===== src/rtl/decoder_scan_if.sv =====
// Control and result bundle for decoder_scan: mode/select inputs, one-hot
// output with its binary index and status strobes.
interface decoder_scan_if #(
   parameter int unsigned N       = 2,
   parameter int unsigned DWELL_W = 8
);
   localparam int unsigned OUTS = 2 ** N;

   logic               en;
   logic [1:0]         mode;
   logic [N-1:0]       sel;
   logic [DWELL_W-1:0] dwell;
   logic [OUTS-1:0]    y;
   logic [N-1:0]       idx;
   logic               valid;
   logic               wrap;

   modport master (output en, mode, sel, dwell, input  y, idx, valid, wrap);
   modport slave  (input  en, mode, sel, dwell, output y, idx, valid, wrap);
endinterface


===== src/rtl/decoder_scan.sv =====
// Registered N-to-2**N one-hot decoder with auto-scan (dwell-timed walk of the
// active output) and hold modes.
module decoder_scan #(
   parameter int unsigned N       = 2,
   parameter int unsigned DWELL_W = 8
) (
   input  logic          clk,
   input  logic          rst_n,
   decoder_scan_if.slave bus
);
   localparam int unsigned OUTS = 2 ** N;

   typedef enum logic [1:0] {S_IDLE, S_DECODE, S_SCAN, S_HOLD} state_t;

   state_t             state_q, state_d;
   logic [OUTS-1:0]    y_q, y_d;
   logic [N-1:0]       idx_q, idx_d;
   logic [DWELL_W-1:0] cnt_q, cnt_d;
   logic               valid_q, valid_d;
   logic               wrap_q, wrap_d;

   always_ff @(posedge clk or negedge rst_n) begin
      if (!rst_n) begin
         state_q <= S_IDLE;
         y_q     <= '0;
         idx_q   <= '0;
         cnt_q   <= '0;
         valid_q <= 1'b0;
         wrap_q  <= 1'b0;
      end else begin
         state_q <= state_d;
         y_q     <= y_d;
         idx_q   <= idx_d;
         cnt_q   <= cnt_d;
         valid_q <= valid_d;
         wrap_q  <= wrap_d;
      end
   end

   always_comb begin
      state_d = state_q;
      y_d     = y_q;
      idx_d   = idx_q;
      cnt_d   = cnt_q;
      valid_d = valid_q;
      wrap_d  = 1'b0;

      if (!bus.en) begin
         state_d = S_IDLE;
      end else begin
         case (bus.mode)
            2'd0:    state_d = S_DECODE;
            2'd1:    state_d = S_SCAN;
            default: state_d = S_HOLD;
         endcase
      end

      // Actions are keyed on the state being entered; SCAN also looks at where
      // it came from, since HOLD resumes the walk while IDLE/DECODE restart it.
      case (state_d)
         S_IDLE: begin
            y_d     = '0;
            valid_d = 1'b0;
         end
         S_DECODE: begin
            y_d     = OUTS'(1) << bus.sel;
            idx_d   = bus.sel;
            valid_d = 1'b1;
         end
         S_SCAN: begin
            if (state_q == S_IDLE || state_q == S_DECODE) begin
               y_d     = OUTS'(1) << bus.sel;
               idx_d   = bus.sel;
               cnt_d   = bus.dwell;
               valid_d = 1'b1;
            end else if (cnt_q == '0) begin
               idx_d  = idx_q + 1'b1;
               y_d    = {y_q[OUTS-2:0], y_q[OUTS-1]};
               cnt_d  = bus.dwell;
               wrap_d = (idx_q == '1);
            end else begin
               cnt_d = cnt_q - 1'b1;
            end
         end
         default: ;
      endcase
   end

   assign bus.y     = y_q;
   assign bus.idx   = idx_q;
   assign bus.valid = valid_q;
   assign bus.wrap  = wrap_q;
endmodule


===== src/flat_wrapper.sv =====
// flat-port wrapper written by rule: the top's interface ports become plain ports
module decoder_scan_flat 
#(
   parameter int unsigned N       = 2,
   parameter int unsigned DWELL_W = 8
)
  (clk, rst_n, bus_en, bus_mode, bus_sel, bus_dwell, bus_y, bus_idx, bus_valid, bus_wrap);
  decoder_scan_if #(.N(N), .DWELL_W(DWELL_W)) bus_i ();
  input  logic clk;
  input  logic rst_n;
  input wire logic [$bits(bus_i.en)-1:0] bus_en;
  input wire logic [$bits(bus_i.mode)-1:0] bus_mode;
  input wire logic [$bits(bus_i.sel)-1:0] bus_sel;
  input wire logic [$bits(bus_i.dwell)-1:0] bus_dwell;
  output wire logic [$bits(bus_i.y)-1:0] bus_y;
  output wire logic [$bits(bus_i.idx)-1:0] bus_idx;
  output wire logic [$bits(bus_i.valid)-1:0] bus_valid;
  output wire logic [$bits(bus_i.wrap)-1:0] bus_wrap;
  assign bus_i.en = bus_en;
  assign bus_i.mode = bus_mode;
  assign bus_i.sel = bus_sel;
  assign bus_i.dwell = bus_dwell;
  assign bus_y = bus_i.y;
  assign bus_idx = bus_i.idx;
  assign bus_valid = bus_i.valid;
  assign bus_wrap = bus_i.wrap;
  decoder_scan #(.N(N), .DWELL_W(DWELL_W)) u_core (.clk(clk), .rst_n(rst_n), .bus(bus_i));
endmodule

===== config.mk =====
export PLATFORM = sky130hd
export DESIGN_NAME = decoder_scan_flat
export DESIGN_NICKNAME = d
export VERILOG_FILES = /design/src/rtl/decoder_scan_if.sv /design/src/rtl/decoder_scan.sv /design/src/flat_wrapper.sv
export SDC_FILE = /design/constraint.sdc
export NUM_CORES = 1
export LEC_CHECK = 0
export BUFFER_PORTS_ARGS = -buffer_cell sky130_fd_sc_hd__buf_2
export CAP_MARGIN = 20
export CORE_AREA = 2 2 55 57
export DETAILED_ROUTE_END_ITERATION = 10
export DIE_AREA = 0 0 57 59
export PLACE_DENSITY = 0.65
export SLEW_MARGIN = 0
export SYNTH_ARGS = -nofsm -noshare
export SYNTH_HDL_FRONTEND = slang
export SYNTH_SLANG_ARGS = --single-unit

===== constraint.sdc =====
create_clock -name clk -period 5.24 [get_ports clk]
set_clock_uncertainty 0.2 [all_clocks]
set_input_delay 0.524 -clock clk [delete_from_list [all_inputs] [get_ports clk]]
set_output_delay 0.524 -clock clk [all_outputs]
set_load 0.01 [all_outputs]

==> metrics.cfg <==
[outcome]
status=completed

[logic_synthesis]
ys.flop_type=dfrtp_1
syn-num-nets=139
syn_inst=118
ys_types=34
synth-async-reset-ratio=1.00
netlist_area_um2=1070
synth-seq-area-share=0.397
synth_edf_count=0
ys_ff_latch=17
synth.top_cells.by_area=dfrtp_1 (40%), ha_1 (7.0%), a21oi_1 (5.1%), nand2_1 (4.2%), inv_1 (3.5%)
yosys-top-cells-count=dfrtp_1 (17), nand2_1 (12), a21oi_1 (11), inv_1 (10), nor2_1 (7)
ys_warn_count=0
avgSynthCellArea_um2=9.09
synth.top_cell.area_share=0.397
yosysMostFrequentCell=dfrtp_1
synth_top_area_cell=dfrtp_1

[cells_and_area]
n_fill_cell=276
ff_latch_area_um2=425
multi_input_area_um2=589
fin_nets=162
syn2layout_area_growth_pct=15.5
layout-drive-gt1-share=0.221
design_area_um2=1240
n_antenna_cell=0

[place]
placed_cell_area_um2=1200
dp_hpwl_um=1750
numPortBuffers=22
gp_congestion=0.717

[floorplan]
row_count=19
initial_core_util=0.396
pin_count=23
die_area_um2=3360
die_x_um=57
coreArea_um2=2710
fp.dieH_um=59

[sta]
min_period_over_period=0.461
maxSlewHeadroom=0.559
setup_violations=0
worst-slew-pin-transition_ns=0.662
fin_crit_ns=2.41
fmax_ghz=0.414
finalMaxSlewViolations=0
rsz0062_at_grt=no
tns_ns=0
hold_viol=0

[global_routing]
grt_pass1_wl_um=4040
antenna_found_initial=0
grt_pass1_vias=905
grt_overflow=0
grt_start_max_net_pins=22
gr-usage-all-layers=0.156

[worst_setup_path]
crit_top_cell=o22a_1
start_kind=input port
path_max_fanout=21
crit_arrival_ns=2.41
worstPathRequired_ns=5.23
crit_slowest_cell=ha_1
crit_chain=buf_2, inv_1, o21ai_0, ha_1, and2_1, nand3_1, o22a_1, o22a_1
setup.worst_path.end_class=flop
criticalPathCategory=input port to flop
critPathMaxStageDelay_ns=0.63

[drt]
top_layer=met4
wl_met1_um=1110
wl_met3_um=80
ant_nets=0
drt_iter0_drc=26
drt-vias-per-instance=5.48
wl_met2_um=1090
drc=0
first_pass_iters=4
wl_per_cell_um=13.6
wl_um=2330
vias=937

[pwr]
ir_drop_mv=0.149
seq_power_share=0.522
combPwrFrac=0.261
swShare=0.349
power.net_switching_mw=0.117
power.density_nw_per_um2=271
cellLeakagePower_nw=0.565
intPower_mw=0.218
pwr-share-clk=0.216

[clock_network]
post_cts_resize_count=0
clkSinkCount=17
clk_latency_ns=0.29
clk_pin_slew_ns=0.11
htreeDepth=1
cts_tree=done
cts-root-buf=clkbuf_4
clockBufferDepth=2
numCtsBuffers=3

[min_path]
min_path_type=input port to flop

[flow_run]
maxCapViolations=0

power by group through the flow:
stage                     Clock (mW)  Sequential, mW  Combinational [mW]
final                         0.0725           0.175              0.0875
after global routing          0.0823           0.179               0.100
after floorplan                    0           0.175              0.0606
after global placement             0           0.177              0.0851
after CTS                     0.0752           0.175              0.0889
after detailed placement           0           0.178              0.0885
final timing paths:
| path | start | end | slack (ns) | depth (start not counted) |
|---|---|---|---|---|
| max | bus_mode[0] | u_core.bus.idx[1]$_DFFE_PN0P_ | 2.83 | 8 |
| min | bus_dwell[1] | u_core.cnt_q[1]$_DFFE_PN0N_ | 0.25 | 3 |
| max reg2reg | u_core.cnt_q[0]$_DFFE_PN0N_ | u_core.cnt_q[0]$_DFFE_PN0N_ | 3.32 | 6 |
| min reg2reg | u_core.bus.y[3]$_DFFE_PN0P_ | u_core.bus.y[3]$_DFFE_PN0P_ | 0.32 | 2 |
| max in group asynchronous | rst_n | u_core.cnt_q[1]$_DFFE_PN0N_ | 4.08 | 2 |
| min in group asynchronous | rst_n | u_core.bus.wrap$_DFF_PN0_ | 0.47 | 2 |
layer usage:
metal | GRT usage | up-vias
met5 | 0 | -
met4 | 0.0764 | 0
met3 | 0.0262 | 4
met2 | 0.245 | 17
met1 | 0.209 | 445
li1 | - | 471
metrics by stage:
step / std cells / hold WS [ns] / utilization / setup WS (ns) / power, mW
finish: 171 / 0.255 / 0.457 / 2.83 / 0.335
global route: 171 / 0.259 / 0.457 / 2.68 / 0.362
CTS: 171 / 0.255 / 0.457 / 2.83 / 0.339
detailed placement: 166 / 0.277 / 0.443 / 2.50 / 0.266
global placement: 166 / 0.275 / 0.443 / 2.61 / 0.262
floorplan: 118 / 0.0284 / - / 3.18 / 0.235
sequential cells by signal, summed over array words and instances (netlist names):
| name | cells |
|---|---|
| u_core.bus.wrap | 1 |
| u_core.bus.valid | 1 |
| u_core.bus.idx | 2 |
| u_core.state_q | 1 |
| u_core.bus.y | 4 |
| u_core.cnt_q | 8 |
cell usage in the layout, fill, tap and decap left out, types with 4 or more instances in the layout:
master,instances
a21oi_1,11
buf_2,22
dfrtp_1,17
ha_1,6
inv_1,10
nand2_1,12
nand3_1,5
nor2_1,7
o21ai_0,5
o31ai_1,4
cells by family (layout without fill, tap and decap cells):
family	count (synthesis)	after routing	share of synthesized area
fa+ha+maj	6	6	0.0700
buf+inv	15	37	0.0537
simple gates	36	36	0.180
mux	2	2	0.0187
flops	17	17	0.397
compound gates	42	42	0.281
what timing repair did:
| item | CTS | global route |
|---|---|---|
| hold buffers | 1 | 0 |
| endpoints found under the hold margin | 17 | 0 |
| buffers inserted | 0 | 0 |
cell type report:
cell class / instances / area share
Sequential cell: 17 / 0.343
Tap cell: 31 / 0.0313
Inverter: 10 / 0.0303
Clock inverter: 1 / 0.00404
Clock buffer: 3 / 0.0182
Multi-Input combinational cell: 86 / 0.476
Timing Repair Buffer: 23 / 0.0970
critical path: cells and delay by family:
kind / cells / cell delay (ns)
AND/OR/NAND/NOR: 2 / 0.51
buffers and inverters: 2 / 0.12
adder cells (fa/ha/maj): 1 / 0.63
AO/OA/AOI/OAI: 3 / 0.62
(Power assumes the default switching activity.)
